==> src/rtl/demux_router_pkg.sv <==
// Shared defaults for the demux router: data width, address width and the
// channel-count derivation used by the top level.
package demux_router_pkg;

  localparam int DEMUX_WIDTH     = 32;
  localparam int DEMUX_ADDR_BITS = 5;

  function automatic int num_out(input int addr_bits);
    return 1 << addr_bits;
  endfunction

endpackage

==> src/rtl/demux_slot.sv <==
// One-entry holding register for a single router channel.
// A load wins over a pop, so a same-cycle refill keeps the slot full.
module demux_slot #(
  parameter int width = 32
) (
  input  logic             clk,
  input  logic             reset_n,
  input  logic             load,
  input  logic [width-1:0] data_in,
  input  logic             pop,
  output logic             valid,
  output logic [width-1:0] data_out
);

  always_ff @(posedge clk or negedge reset_n) begin
    if (!reset_n) begin
      valid    <= 1'b0;
      data_out <= '0;
    end else begin
      if (load)     valid <= 1'b1;
      else if (pop) valid <= 1'b0;
      // data is left untouched on a pop so the last word stays visible
      if (load) data_out <= data_in;
    end
  end

endmodule

==> src/rtl/demux_router.sv <==
// Routes one producer word to one of NUM_OUT channels by address; each channel
// is a one-entry valid/ready slot, with a registered count of full channels.
module demux_router
  import demux_router_pkg::*;
#(
  parameter int width     = DEMUX_WIDTH,
  parameter int addr_bits = DEMUX_ADDR_BITS
) (
  input  logic                           clk,
  input  logic                           reset_n,
  input  logic                           in_valid,
  output logic                           in_ready,
  input  logic [addr_bits-1:0]           in_addr,
  input  logic [width-1:0]               in_data,
  output logic [num_out(addr_bits)-1:0]  out_valid,
  input  logic [num_out(addr_bits)-1:0]  out_ready,
  output logic [num_out(addr_bits)*width-1:0] out_data,
  output logic [addr_bits:0]             occupancy
);

  localparam int NUM_OUT = num_out(addr_bits);
  localparam int CW      = addr_bits + 1;

  logic               push;
  logic               push_new;
  logic [NUM_OUT-1:0] load;
  logic [NUM_OUT-1:0] pop;
  logic [CW-1:0]      drained;

  // No path from in_valid: ready depends only on the addressed slot.
  assign in_ready = !out_valid[in_addr] || out_ready[in_addr];
  assign push     = in_valid && in_ready;
  assign push_new = push && !out_valid[in_addr];
  assign load     = push ? ({{(NUM_OUT-1){1'b0}}, 1'b1} << in_addr) : '0;
  assign pop      = out_valid & out_ready;

  genvar k;
  generate
    for (k = 0; k < NUM_OUT; k++) begin : g_slot
      demux_slot #(.width(width)) u_slot (
        .clk      (clk),
        .reset_n  (reset_n),
        .load     (load[k]),
        .data_in  (in_data),
        .pop      (pop[k]),
        .valid    (out_valid[k]),
        .data_out (out_data[k*width +: width])
      );
    end
  endgenerate

  // Pops whose slot is refilled the same cycle do not change the count.
  always_comb begin
    drained = '0;
    for (int i = 0; i < NUM_OUT; i++)
      drained = drained + CW'(pop[i] && !load[i]);
  end

  always_ff @(posedge clk or negedge reset_n) begin
    if (!reset_n) occupancy <= '0;
    else          occupancy <= occupancy + CW'(push_new) - drained;
  end

endmodule
==> config.mk <==
export PLATFORM = sky130hd
export DESIGN_NAME = demux_router
export DESIGN_NICKNAME = d
export VERILOG_FILES = /design/src/rtl/demux_router_pkg.sv /design/src/rtl/demux_slot.sv /design/src/rtl/demux_router.sv
export SDC_FILE = /design/constraint.sdc
export NUM_CORES = 1
export LEC_CHECK = 0
export ABC_AREA = 1
export CORE_AREA = 5 5 435 437
export CTS_BUF_LIST = sky130_fd_sc_hd__clkbuf_16
export DETAILED_ROUTE_END_ITERATION = 10
export DIE_AREA = 0 0 440 442
export PLACE_DENSITY = 0.43
export SYNTH_ARGS = -nofsm -noshare
export SYNTH_HDL_FRONTEND = slang
export SYNTH_SLANG_ARGS = --single-unit
==> constraint.sdc <==
create_clock -name clk -period 7.8 [get_ports clk]
set_input_delay 1.56 -clock clk [delete_from_list [all_inputs] [get_ports clk]]
set_output_delay 1.56 -clock clk [all_outputs]
set_load 0.02 [all_outputs]
* Word level (Yosys, flattened, before mapping) *
Cells that the tools add are included.

operators by class
  $lt $le $gt $ge = 1
  reductions and logical operators = 100
  add/sub/neg operators = 33
  bitwise operators = 1
  muxes and demuxes = 69
  shift operators = 1

operator list
  operator              number
  $add 6x1->6           27
  $mux 1                66
  $reduce_bool 2->1     32
  $logic_and 1x1->1     34
  $logic_not 1->1       33
  $and 32x32->32        1
  $mux 32               1
  $shl 1x5->32 const A  1
  $bmux 1 s5            2
  $add 5x1->6           1
  $lt 5x6->1 const B    1
  $sub 6x6->6           1
  $add 4x1->5           1
  $add 3x1->4           1
  $add 2x1->3           1
  $add 1x1->2           1
  $logic_or 1x1->1      1

storage, ports and cells
  output and inout bits = 1,063
  bits of input ports = 72
  flip-flop bits (word level) = 1,062
  word-level logic and storage cells = 270

* Longest topological paths before layout *
  depth in word-level cells = 40
  gate-level depth with buffers = 37
  mapped depth without buffers = 32

* Cells and area by module *
A second synthesis with hierarchy kept.

second synthesis, totals
  cell total of the unflattened synthesis = 5,014
  area, all modules = 45,577.5 um^2

modules (own cells, without submodules)
  module        cells an instance  times used  area an instance (um^2)  sequential area each (um^2)
  demux_slot    140                32          1,326.3                  825.8
  demux_router  534                1           3,136.8                  150.1

* Worst setup path before layout *
OpenSTA, ideal clock, no wires.

  path kind = input to register
  from = in in_addr[0]
  to = reg occupancy[4]
  setup time = 0.123 ns
  required time = 7.677 ns
  path slack = 0.371 ns
  arrival = 7.307 ns
  path buffers = 4
  stages on the path = 30
  cell sequence = buf_4 -> inv_2 -> buf_4 -> nand2_1 -> nand2_1 -> nand2_1 -> nand3_1 -> nand3_1 -> nand3_1 -> nand2_1 -> nand2_2 -> buf_6 -> nand3_2 -> buf_2 -> nand2_1 -> inv_1 -> fa_1 -> inv_1 -> ha_1 -> fa_1 -> inv_1 -> fa_1 -> inv_1 -> fa_1 -> fa_1 -> fa_1 -> fa_1 -> inv_1 -> fa_1 -> xnor2_1

between the ends
  longest elaborated chain between the ends = 40
  elaborated cells on any way between the ends = 107
  classes of those cells = add/sub (33); shift (1); mux (5); reduce/logical (68)

ends and longest elaborated chain
  what                          RTL line                                RTL
  from (decl)                   demux_router.sv:13                      input logic [addr_bits-1:0] in_addr,
  $bmux 1 s5                    demux_router.sv:31, demux_router.sv:33
  $mux 1 (implied by the code)  demux_router.sv:31, demux_router.sv:33
  $logic_not 1->1               demux_router.sv:31, demux_router.sv:33
  $logic_or 1x1->1              demux_router.sv:31                      assign in_ready = !out_valid[in_addr] || out_ready[in_addr];
  $logic_and 1x1->1             demux_router.sv:32                      assign push = in_valid && in_ready;
  $mux 32                       demux_router.sv:34                      assign load = push ? ({{(NUM_OUT-1){1'b0}}, 1'b1} << in_addr) : '0;
  $logic_not 1->1               demux_router.sv:56                      drained = drained + CW'(pop[i] && !load[i]);
  $logic_and 1x1->1             demux_router.sv:56
  $add 1x1->2                   demux_router.sv:56
  $add 2x1->3                   demux_router.sv:56
  $add 3x1->4                   demux_router.sv:56
  $add 4x1->5                   demux_router.sv:56
  $add 5x1->6                   demux_router.sv:56
  $add 6x1->6 (26 in a row)     demux_router.sv:56
  $sub 6x6->6 (*)               demux_router.sv:61                      else occupancy <= occupancy + CW'(push_new) - drained;
  to (signal assigned)          demux_router.sv:61
  to (decl)                     demux_router.sv:18                      output logic [addr_bits:0] occupancy

Every way passes the cells marked *; elsewhere a longest branch is shown, timed or not. The select of a mux whose other input is x is not followed.
A chain may end at the register's enable or synchronous reset.

* Worst setup path after layout *
  from = in in_addr[2]
  to = reg occupancy[4]

Same word-level chain as after synthesis.

==> results.cfg <==
[layout]
mostFrequentLayoutCells = sky130_fd_sc_hd__nand2_1, sky130_fd_sc_hd__clkdlybuf4s50_1, sky130_fd_sc_hd__dfrtp_1
areaGrowthSynthToFinish_pct = 38.0
fill_cells = 18957
register_area_um2 = 26600
layout.cells.most_common = sky130_fd_sc_hd__nand2_1
fin_nets = 6241
post-route-cell-area_um2 = 64100
drive_gt1_share_pct = 7.72
utilization_pct = 34.7
multiInputGateArea_um2 = 16900

[floorplanning]
num_rows = 158
fp.dieW_um = 440
start_util_pct = 25.1
fp.dieH_um = 442
die-area_um2 = 194000
core_um2 = 185000
floorplan.io_pins = 1135

[worst_setup_path]
reg2reg_slack_ns = 1.61
r2r.worst_path.cells = 26
cp_data_arrival_time_ns = 7.91
crit_fanout = 15
crit_top_cell = sky130_fd_sc_hd__fa_1
worst_path_largest_cell_delay_ns = 0.58
cp-endpoint = occupancy[4]
reg2reg_from = g_slot[9].u_slot.valid
worstPathRequired_ns = 8.47
worst_r2r_endpoint = occupancy[4]
crit_path_end_kind = flop
worst_path_max_delay_cell = sky130_fd_sc_hd__clkdlybuf4s50_1
worstSetupStartpoint = in_addr[2]
timing.setup.critical_path_class = input port to flop
crit_path_start_kind = input port

[synthesis]
yosys.area.top_type = sky130_fd_sc_hd__dfrtp_1
async_reset_ff_share_pct = 100
synth_edf_count = 0
ys_top_cells_by_area = sky130_fd_sc_hd__dfrtp_1, sky130_fd_sc_hd__nand2_1, sky130_fd_sc_hd__nand4_1
ys_ff_latch = 1062
syn_inst = 5218
ys_seq_area_share_pct = 57.2
synthesis.area_per_instance_um2 = 8.90
synth_top_area_share_pct = 57.2
synth_flop_cell = sky130_fd_sc_hd__dfrtp_1
post_synth_num_cell_types = 26
synth_nets = 5350
ys.warnings.count = 0
netlist_area_um2 = 46400

[timing]
period_needed_ns = 7.24
report.final.hold_viol_count = 0
min_period_over_period_pct = 92.8
timing.slew.headroom_pct = 15.5
holdWs_ns = 0.466
worst_pin_slew_ns = 1.27
postLayoutSetupSlackWorst_ns = 0.565
rsz0062_at_grt = no
clock_skew_ns = 0.0337
finalSetupViolations = 0
tns_ns = 0
finalMaxSlewViolations = 0
peak_freq_mhz = 138

[global_routing]
first_pass_grt_wire_length_mm = 363
antenna_violations_before_repair = 8
grt_max_degree = 197
first_global_vias = 42864
groute.usage.overall_pct = 26.1
grt_remaining_overflow = 0

[routing]
drt_wl_total_mm = 263
drt_iter0_drc = 4202
antenna_violating_nets_post_route = 0
dr.pass1.iters = 5
vias = 44066
detail_route.vias_per_cell = 5.07
remaining_drc_errors = 0
detail_route.wl_per_cell_um = 30.3

[placed_design]
dpl_worst_slack_ns = -0.212
gp_congestion = 0.857
postPlaceCellArea_um2 = 59900
dp_hpwl_mm = 164
io_buffers = 1134

[clock_tree]
source_to_sink_clock_delay_at_the_later_pin_of_the_worst_skew_pair_ns = 0.79
post-cts-setup-buffer-count = 0
numCtsBuffers = 133
clkSlewWorstSetupHoldPaths_ns = 0.06
cts_resized = 0
h-tree-depth = 4
cts_tree = done
ctsHoldBuffers = 0
clock_path_buffers = 3
cts.sinks = 1062
ctsRootBufferMaster = sky130_fd_sc_hd__clkbuf_16

[min_path]
min_path_cells = 2
hold_path_class = flop to flop

[pwr]
peakVddDrop_v = 0.000196
power_density_nw_per_um2 = 308
power.static_leakage_nw = 31.3

[flow_run]
cap_viol_max_count = 0

[status]
run_status = completed
==> cell families after synthesis <==
family | Yosys count | share of synthesized area, %
and+or+nand+nor | 3343 | 33.3
AOI/OAI and AO/OA | 42 | 0.453
xor gates and xnor gates | 5 | 0.0943
DFF | 1062 | 57.2
adders and majority gates | 60 | 2.09
buffers and inverters | 706 | 6.87
==> cells in the mapped netlist, types with 31 or more instances <==
library cell,instances
sky130_fd_sc_hd__buf_4,62
sky130_fd_sc_hd__nand4_1,1025
sky130_fd_sc_hd__ha_1,31
sky130_fd_sc_hd__nor2_1,32
sky130_fd_sc_hd__nand2_1,2192
sky130_fd_sc_hd__clkbuf_1,293
sky130_fd_sc_hd__inv_1,130
sky130_fd_sc_hd__o21ai_0,35
sky130_fd_sc_hd__buf_2,187
sky130_fd_sc_hd__dfrtp_1,1062
sky130_fd_sc_hd__nand3_1,55
==> registers in the layout (all words and copies together) (netlist names) <==
signal,flops
g_slot.u_slot.data_out,1024
g_slot.u_slot.valid,32
occupancy,6
==> critical path: cells and delay by family <==
family                   cells  cell delay (ns)
XOR/XNOR                     1             0.13
adder cells (fa/ha/maj)      9             4.08
buffers and inverters        8             1.33
AND/OR/NAND/NOR              7             0.79
==> worst min-delay path by stage <==
stage	slack [ns]	startpoint	to
floorplan	0.49	g_slot[22].u_slot.valid	g_slot[22].u_slot.valid
global placement	0.45	g_slot[20].u_slot.data_out[15]	g_slot[20].u_slot.data_out[15]
detailed placement	0.46	g_slot[31].u_slot.data_out[25]	g_slot[31].u_slot.data_out[25]
CTS	0.47	g_slot[28].u_slot.data_out[17]	g_slot[28].u_slot.data_out[17]
global route	0.49	g_slot[3].u_slot.data_out[31]	g_slot[3].u_slot.data_out[31]
finish	0.47	g_slot[3].u_slot.data_out[31]	g_slot[3].u_slot.data_out[31]
==> final cells by class <==
type / count / share of cell area [%]
multi-input combinational: 3450 / 26.4
clock buffer: 136 / 5.31
inverter: 134 / 0.785
clock inverter: 98 / 1.23
antenna: 3 / 0.0117
sequential: 1062 / 41.5
tap: 2480 / 4.84
timing repair buffer: 1328 / 20.0
==> layer usage <==
metal  wire (um)  vias up  share of wire [%]  global-route usage (%)
li1            -    19260                  -                       -
met3       19900      406                7.6                    6.68
met2      125000     1839                 48                    42.8
met1      104000    22561                 40                    32.4
met4       13200        0                5.0                    11.3
met5           0        -                  0                       0
==> metrics by stage <==
stage,std cells,power [mW]
final,8691,19.7
after global routing,8689,20.6
after CTS,8688,19.9
after detailed placement,8454,13.7
after global placement,8454,13.7
after floorplan,5218,9.98
==> where the power goes <==
group / leakage, nW / internal (mW) / switching [mW] / total (mW)
registers: 13.9 / 6.58 / 0.776 / 7.36
clock network: 2.15 / 3.45 / 2.68 / 6.13
logic: 15.2 / 2.45 / 3.77 / 6.23
Note: power is estimated with default switching activity, not from simulation.
